==> src/rtl/div_unit_if.sv <==
// Start/busy/valid handshake between the ALU (requester) and the multi-cycle divider.
interface div_unit_if #(parameter int WIDTH = 32);
    logic             i_start;
    logic [WIDTH-1:0] i_op_a;
    logic [WIDTH-1:0] i_op_b;
    logic [1:0]       i_div_op;
    logic             o_busy;
    logic             o_valid;
    logic [WIDTH-1:0] o_div_data;

    modport master (output i_start, i_op_a, i_op_b, i_div_op,
                    input  o_busy, o_valid, o_div_data);
    modport slave  (input  i_start, i_op_a, i_op_b, i_div_op,
                    output o_busy, o_valid, o_div_data);
endinterface

==> src/rtl/div_unit.sv <==
// Iterative restoring radix-2 divider for RV32M DIV/DIVU/REM/REMU.
// One quotient bit per cycle; divide-by-zero and signed overflow bypass the loop.
module div_unit #(
    parameter int WIDTH = 32
) (
    input  logic       i_clk,
    input  logic       i_rst_n,
    div_unit_if.slave  bus
);
    localparam int CW = $clog2(WIDTH + 1);
    localparam logic [CW-1:0]    LAST = CW'(WIDTH);
    localparam logic [WIDTH-1:0] MIN  = {1'b1, {(WIDTH-1){1'b0}}};

    typedef enum logic [1:0] {IDLE, CALC, DONE} state_t;

    state_t           state, state_n;
    logic [CW-1:0]    cnt, cnt_n;
    logic [WIDTH-1:0] rem, rem_n;
    logic [WIDTH-1:0] dvd, dvd_n;   // dividend shifts out MSB first, quotient shifts in
    logic [WIDTH-1:0] dvs, dvs_n;
    logic [1:0]       op, op_n;
    logic             sa, sa_n, sb, sb_n;
    logic [WIDTH-1:0] data, data_n;

    logic             in_signed, a_neg, b_neg;
    logic [WIDTH:0]   rem_sh;
    logic [WIDTH-1:0] quo_fix, rem_fix;

    assign in_signed = ~bus.i_div_op[0];
    assign a_neg     = in_signed & bus.i_op_a[WIDTH-1];
    assign b_neg     = in_signed & bus.i_op_b[WIDTH-1];
    assign rem_sh    = {rem, dvd[WIDTH-1]};
    assign quo_fix   = (~op[0] & (sa ^ sb)) ? -dvd : dvd;
    assign rem_fix   = (~op[0] & sa) ? -rem : rem;

    always_ff @(posedge i_clk or negedge i_rst_n) begin
        if (!i_rst_n) begin
            state <= IDLE;
            cnt   <= '0;
            rem   <= '0;
            dvd   <= '0;
            dvs   <= '0;
            op    <= '0;
            sa    <= 1'b0;
            sb    <= 1'b0;
            data  <= '0;
        end else begin
            state <= state_n;
            cnt   <= cnt_n;
            rem   <= rem_n;
            dvd   <= dvd_n;
            dvs   <= dvs_n;
            op    <= op_n;
            sa    <= sa_n;
            sb    <= sb_n;
            data  <= data_n;
        end
    end

    always_comb begin
        state_n = state;
        cnt_n   = cnt;
        rem_n   = rem;
        dvd_n   = dvd;
        dvs_n   = dvs;
        op_n    = op;
        sa_n    = sa;
        sb_n    = sb;
        data_n  = data;
        case (state)
            CALC: begin
                if (cnt == LAST) begin
                    // Extra cycle after the last iteration applies the sign fix-up.
                    data_n  = op[1] ? rem_fix : quo_fix;
                    state_n = DONE;
                end else begin
                    if (rem_sh >= {1'b0, dvs}) begin
                        rem_n = rem_sh[WIDTH-1:0] - dvs;
                        dvd_n = {dvd[WIDTH-2:0], 1'b1};
                    end else begin
                        rem_n = rem_sh[WIDTH-1:0];
                        dvd_n = {dvd[WIDTH-2:0], 1'b0};
                    end
                    cnt_n = cnt + 1'b1;
                end
            end
            default: begin
                state_n = IDLE;
                if (bus.i_start) begin
                    op_n  = bus.i_div_op;
                    sa_n  = a_neg;
                    sb_n  = b_neg;
                    dvd_n = a_neg ? -bus.i_op_a : bus.i_op_a;
                    dvs_n = b_neg ? -bus.i_op_b : bus.i_op_b;
                    rem_n = '0;
                    cnt_n = '0;
                    if (bus.i_op_b == '0) begin
                        data_n  = bus.i_div_op[1] ? bus.i_op_a : '1;
                        state_n = DONE;
                    end else if (in_signed && bus.i_op_a == MIN && bus.i_op_b == '1) begin
                        data_n  = bus.i_div_op[1] ? '0 : bus.i_op_a;
                        state_n = DONE;
                    end else begin
                        state_n = CALC;
                    end
                end
            end
        endcase
    end

    assign bus.o_busy     = (state == CALC);
    assign bus.o_valid    = (state == DONE);
    assign bus.o_div_data = data;
endmodule

==> src/flat_wrapper.sv <==
// flat-port wrapper written by rule: the top's interface ports become plain ports
module div_unit_flat 
#(
    parameter int WIDTH = 32
)
  (i_clk, i_rst_n, bus_i_start, bus_i_op_a, bus_i_op_b, bus_i_div_op, bus_o_busy, bus_o_valid, bus_o_div_data);
  div_unit_if #(.WIDTH(WIDTH)) bus_i ();
  input  logic i_clk;
  input  logic i_rst_n;
  input wire logic [$bits(bus_i.i_start)-1:0] bus_i_start;
  input wire logic [$bits(bus_i.i_op_a)-1:0] bus_i_op_a;
  input wire logic [$bits(bus_i.i_op_b)-1:0] bus_i_op_b;
  input wire logic [$bits(bus_i.i_div_op)-1:0] bus_i_div_op;
  output wire logic [$bits(bus_i.o_busy)-1:0] bus_o_busy;
  output wire logic [$bits(bus_i.o_valid)-1:0] bus_o_valid;
  output wire logic [$bits(bus_i.o_div_data)-1:0] bus_o_div_data;
  assign bus_i.i_start = bus_i_start;
  assign bus_i.i_op_a = bus_i_op_a;
  assign bus_i.i_op_b = bus_i_op_b;
  assign bus_i.i_div_op = bus_i_div_op;
  assign bus_o_busy = bus_i.o_busy;
  assign bus_o_valid = bus_i.o_valid;
  assign bus_o_div_data = bus_i.o_div_data;
  div_unit #(.WIDTH(WIDTH)) u_core (.i_clk(i_clk), .i_rst_n(i_rst_n), .bus(bus_i));
endmodule
==> config.mk <==
export PLATFORM = sky130hd
export DESIGN_NAME = div_unit_flat
export DESIGN_NICKNAME = d
export VERILOG_FILES = /design/src/rtl/div_unit_if.sv /design/src/rtl/div_unit.sv /design/src/flat_wrapper.sv
export SDC_FILE = /design/constraint.sdc
export NUM_CORES = 1
export LEC_CHECK = 0
export ABC_CLOCK_PERIOD_IN_PS = 3850
export BUFFER_PORTS_ARGS = -buffer_cell sky130_fd_sc_hd__buf_2
export CAP_MARGIN = 20
export CORE_MARGIN = 1
export CORE_UTILIZATION = 60
export CTS_CLUSTER_SIZE = 25
export DETAILED_ROUTE_END_ITERATION = 8
export GPL_TIMING_DRIVEN = 0
export PLACE_DENSITY = 0.92
export REMOVE_ABC_BUFFERS = 1
export SYNTH_ARGS = -nofsm -noshare
export SYNTH_HDL_FRONTEND = slang
export SYNTH_SLANG_ARGS = --single-unit
==> constraint.sdc <==
create_clock -name i_clk -period 3.85 [get_ports i_clk]
set_clock_uncertainty 0.1 [all_clocks]
set_input_delay 0.77 -clock i_clk [delete_from_list [all_inputs] [get_ports i_clk]]
set_output_delay 0.77 -clock i_clk [all_outputs]
set_load 0.02 [all_outputs]
==> metrics.txt <==
FP Rows=49; pwr dens=a little over 1000 nW/um^2; nets=1563; metal2 WL=between 10000 and 15000 um; Iteration-0 DRC Markers=~1500; setup TNS=0 ps; failing checks=design-rule violations; Num CTS Buffers=17; DR vias/cell=roughly 6.5; first-pass GRT wire length=50920 um; CTS Sinks=140; WP data required=4040 ps; Synth Instances=1401; number of synthesized flops with an enable pin=0; initial antenna violation count=0; Core ar.=18150 sq um; Crit path arrival time=3850 ps; Mapped Area=11230 sq um; final count of negative-setup-slack endpoints=0; I/O pin count=103; detailed placement HPWL=22210 um; share of the yosys chip area belonging to registers=0.3120; worst skew pair latency=440 ps; reg2reg end=u_core.bus.o_div_data[13]; Relative slew margins=0.2668; total gr overflow=0; FF-to-FF path depth=9; Final WS setup=185.5 ps; Clk pin slew, worst setup/hold paths=60 ps; Final period util=0.9518; syn_area_per_cell=approximately 8 sq um; # Max-Cap Violations=0; Starting Density=0.6187; Reg2Reg Launch Point=u_core.state[0]; Reg2Reg Setup Slack=about 190 ps; status=finished with violations; Yosys cell types=79; Die Height=138.8 um; Yosys warnings=0; die area=roughly 19000 sq um; CTS tree=built; RSZ-0062 raised after global routing=false; # diodes=0; layout cells sized above 1=0.1282; WL met3=3307 um; Pleak=5.232 nW; Hold Slack=184.4 ps; Critical Path, Cell by Cell=nand2b_2 > buf_12 > clkinv_1 > buf_16 > nand2_1 > a21boi_4 > inv_6 > nand3_1 > o211ai_1; GRT Overall Usage=0.3305; Detailed Route WL=32170 um; VDD IR max=0.6247 mV; flops & latches, synth=140; CP Launch Point=u_core.state[0]; DRC violations left=14; slew of the pin with the lowest slew margin=1098 ps; slowest cell delay on critical path=roughly 700 ps; Longest Clk Path Bufs=2; met1 WL=12660 um; count of TritonRoute iterations in the first routing pass=9; Peak Freq=272.9 MHz; design area=~13000 sq um; kind of critical path=reg -> reg; Critical Path Sink Type=register; largest net degree at the start of global routing=83; worst hold-check path type=in -> async; max-slew violations=0; Final Wtd Congestion=roughly 0.95; fin crit period=3664 ps; total power=12.76 mW; CTS root buf=clkbuf_16; Max Fanout on Critical Path=44; DP Area=11810 sq um; via count=11080; PortBufs=102; worst slack at placement=-667.1 ps; vias in the first global route=10270; die width=138.8 um; Max Used Layer=met4; CTS H-Tree Depth=4; area grow syn2layout=11.39%; Routed Antenna Nets=0; Fin. Hold Viols=0; async set-reset flop share out of synthesis=1.000; Routed WL per cell=18.98 um; Worst setup SP type=register; CP max-delay cell=a21boi_4; ys flop type=dfrtp_1
## Yosys cell counts (all sizes together) (7+ instances only)
cell type / number / share of area
o21ai: 168 / 0.076
nand2: 154 / 0.051
dfrtp: 140 / 0.31
a21oi: 126 / 0.056
nor2: 116 / 0.039
xnor2: 76 / 0.059
xor2: 70 / 0.055
clkbuf: 63 / 0.021
inv: 56 / 0.019
ha: 39 / 0.043
nor3: 31 / 0.015
nand3: 30 / 0.013
mux2i: 21 / 0.019
o31ai: 21 / 0.015
buf: 20 / 0.015
maj3: 20 / 0.018
a211oi: 19 / 0.013
a22oi: 17 / 0.011
or3: 17 / 0.010
a21o: 16 / 0.011
o211ai: 16 / 0.011
nand4: 15 / 0.0084
a31oi: 14 / 0.0078
nand2b: 13 / 0.0081
nor4: 12 / 0.0067
and3: 10 / 0.0060
nor2b: 10 / 0.0056
or4: 10 / 0.0074
a32oi: 8 / 0.0062
o22ai: 7 / 0.0039
o41ai: 7 / 0.0061
## worst max-delay path by stage
| stage | end |
|---|---|
| 3_3_place_gp | u_core.dvd[15] |
| 2_1_floorplan | u_core.dvd[15] |
| 3_5_place_dp | u_core.bus.o_div_data[28] |
| 5_1_grt | u_core.rem[5] |
| 4_1_cts | u_core.bus.o_div_data[1] |
| 6_report | u_core.bus.o_div_data[13] |
## metal layers
metal / global-route usage / vias to the layer above
met5: 0 / -
met4: 0.1655 / 0
met3: 0.07079 / 116
met2: 0.5324 / 687
met1: 0.4215 / 5165
li1: - / 5111
## area by class of cell
type                       count  area [sq um]
inverter                      58         222.7
timing repair buffer         115         711.9
fill                        1393          5640
tap                          229         286.5
sequential                   140          3505
clock buffer                  20         466.7
multi-input combinational   1122          7148
clock inverter                11         166.4
## critical path: cells and delay by family (launching register included)
family | cells | cell delay, ps
AOI/OAI and AO/OA | 2 | 810
and+or+nand+nor | 3 | 910
DFF | 1 | 390
buffers and inverters | 4 | 1250
## report_power, final
part	switching, mW	total [mW]	internal, mW
combinational	4.53	7.81	3.28
clock	0.657	1.78	1.13
sequential	0.945	3.17	2.23
## cell usage in the layout (no fill, tap or decap), types with 21 or more instances in the layout
cell,n
mux2i_1,21
nor2_1,113
xnor2_1,76
buf_2,101
dfrtp_1,139
inv_1,55
nor3_1,29
nand2_1,153
ha_1,39
o21ai_0,157
xor2_1,70
a21oi_1,125
nand3_1,30
## metrics by stage
step,instances,utilization
4_1_cts,1688,0.6863
3_3_place_gp,1649,0.6402
3_5_place_dp,1656,0.6505
6_report,1695,0.6892
2_1_floorplan,1318,-
5_1_grt,1695,0.6892
## state kept, by name, indices dropped and copies added, names as in the netlist
name,count
u_core.bus.o_div_data,32
u_core.dvd,32
u_core.dvs,32
u_core.rem,32
u_core.cnt,6
u_core.op,2
u_core.state,2
u_core.sa,1
u_core.sb,1
## repair_timing
action | 4_1_cts | 5_1_grt
pin swaps | 0 | 1
endpoints found under the hold margin | 0 | 0
cloned | 1 | 1
endpoints found under the setup margin | 22 | 43
resized for setup | 2 | 0
setup buffers | 0 | 5
hold buffers | 0 | 0
## logic make-up (layout without fill, tap and decap cells)
group                    count (synthesis)  after routing  share of synthesized area
flip-flops                             140            140                     0.3120
AO/OA/AOI/OAI                          448            449                     0.2446
adder cells (fa/ha/maj)                 60             60                    0.06307
multiplexers                            21             21                    0.01872
XOR/XNOR                               146            146                     0.1139
AND/OR/NAND/NOR                        445            446                     0.1920
buffers and inverters                  141            204                    0.05572
Power figures use the tool's default switching activity.
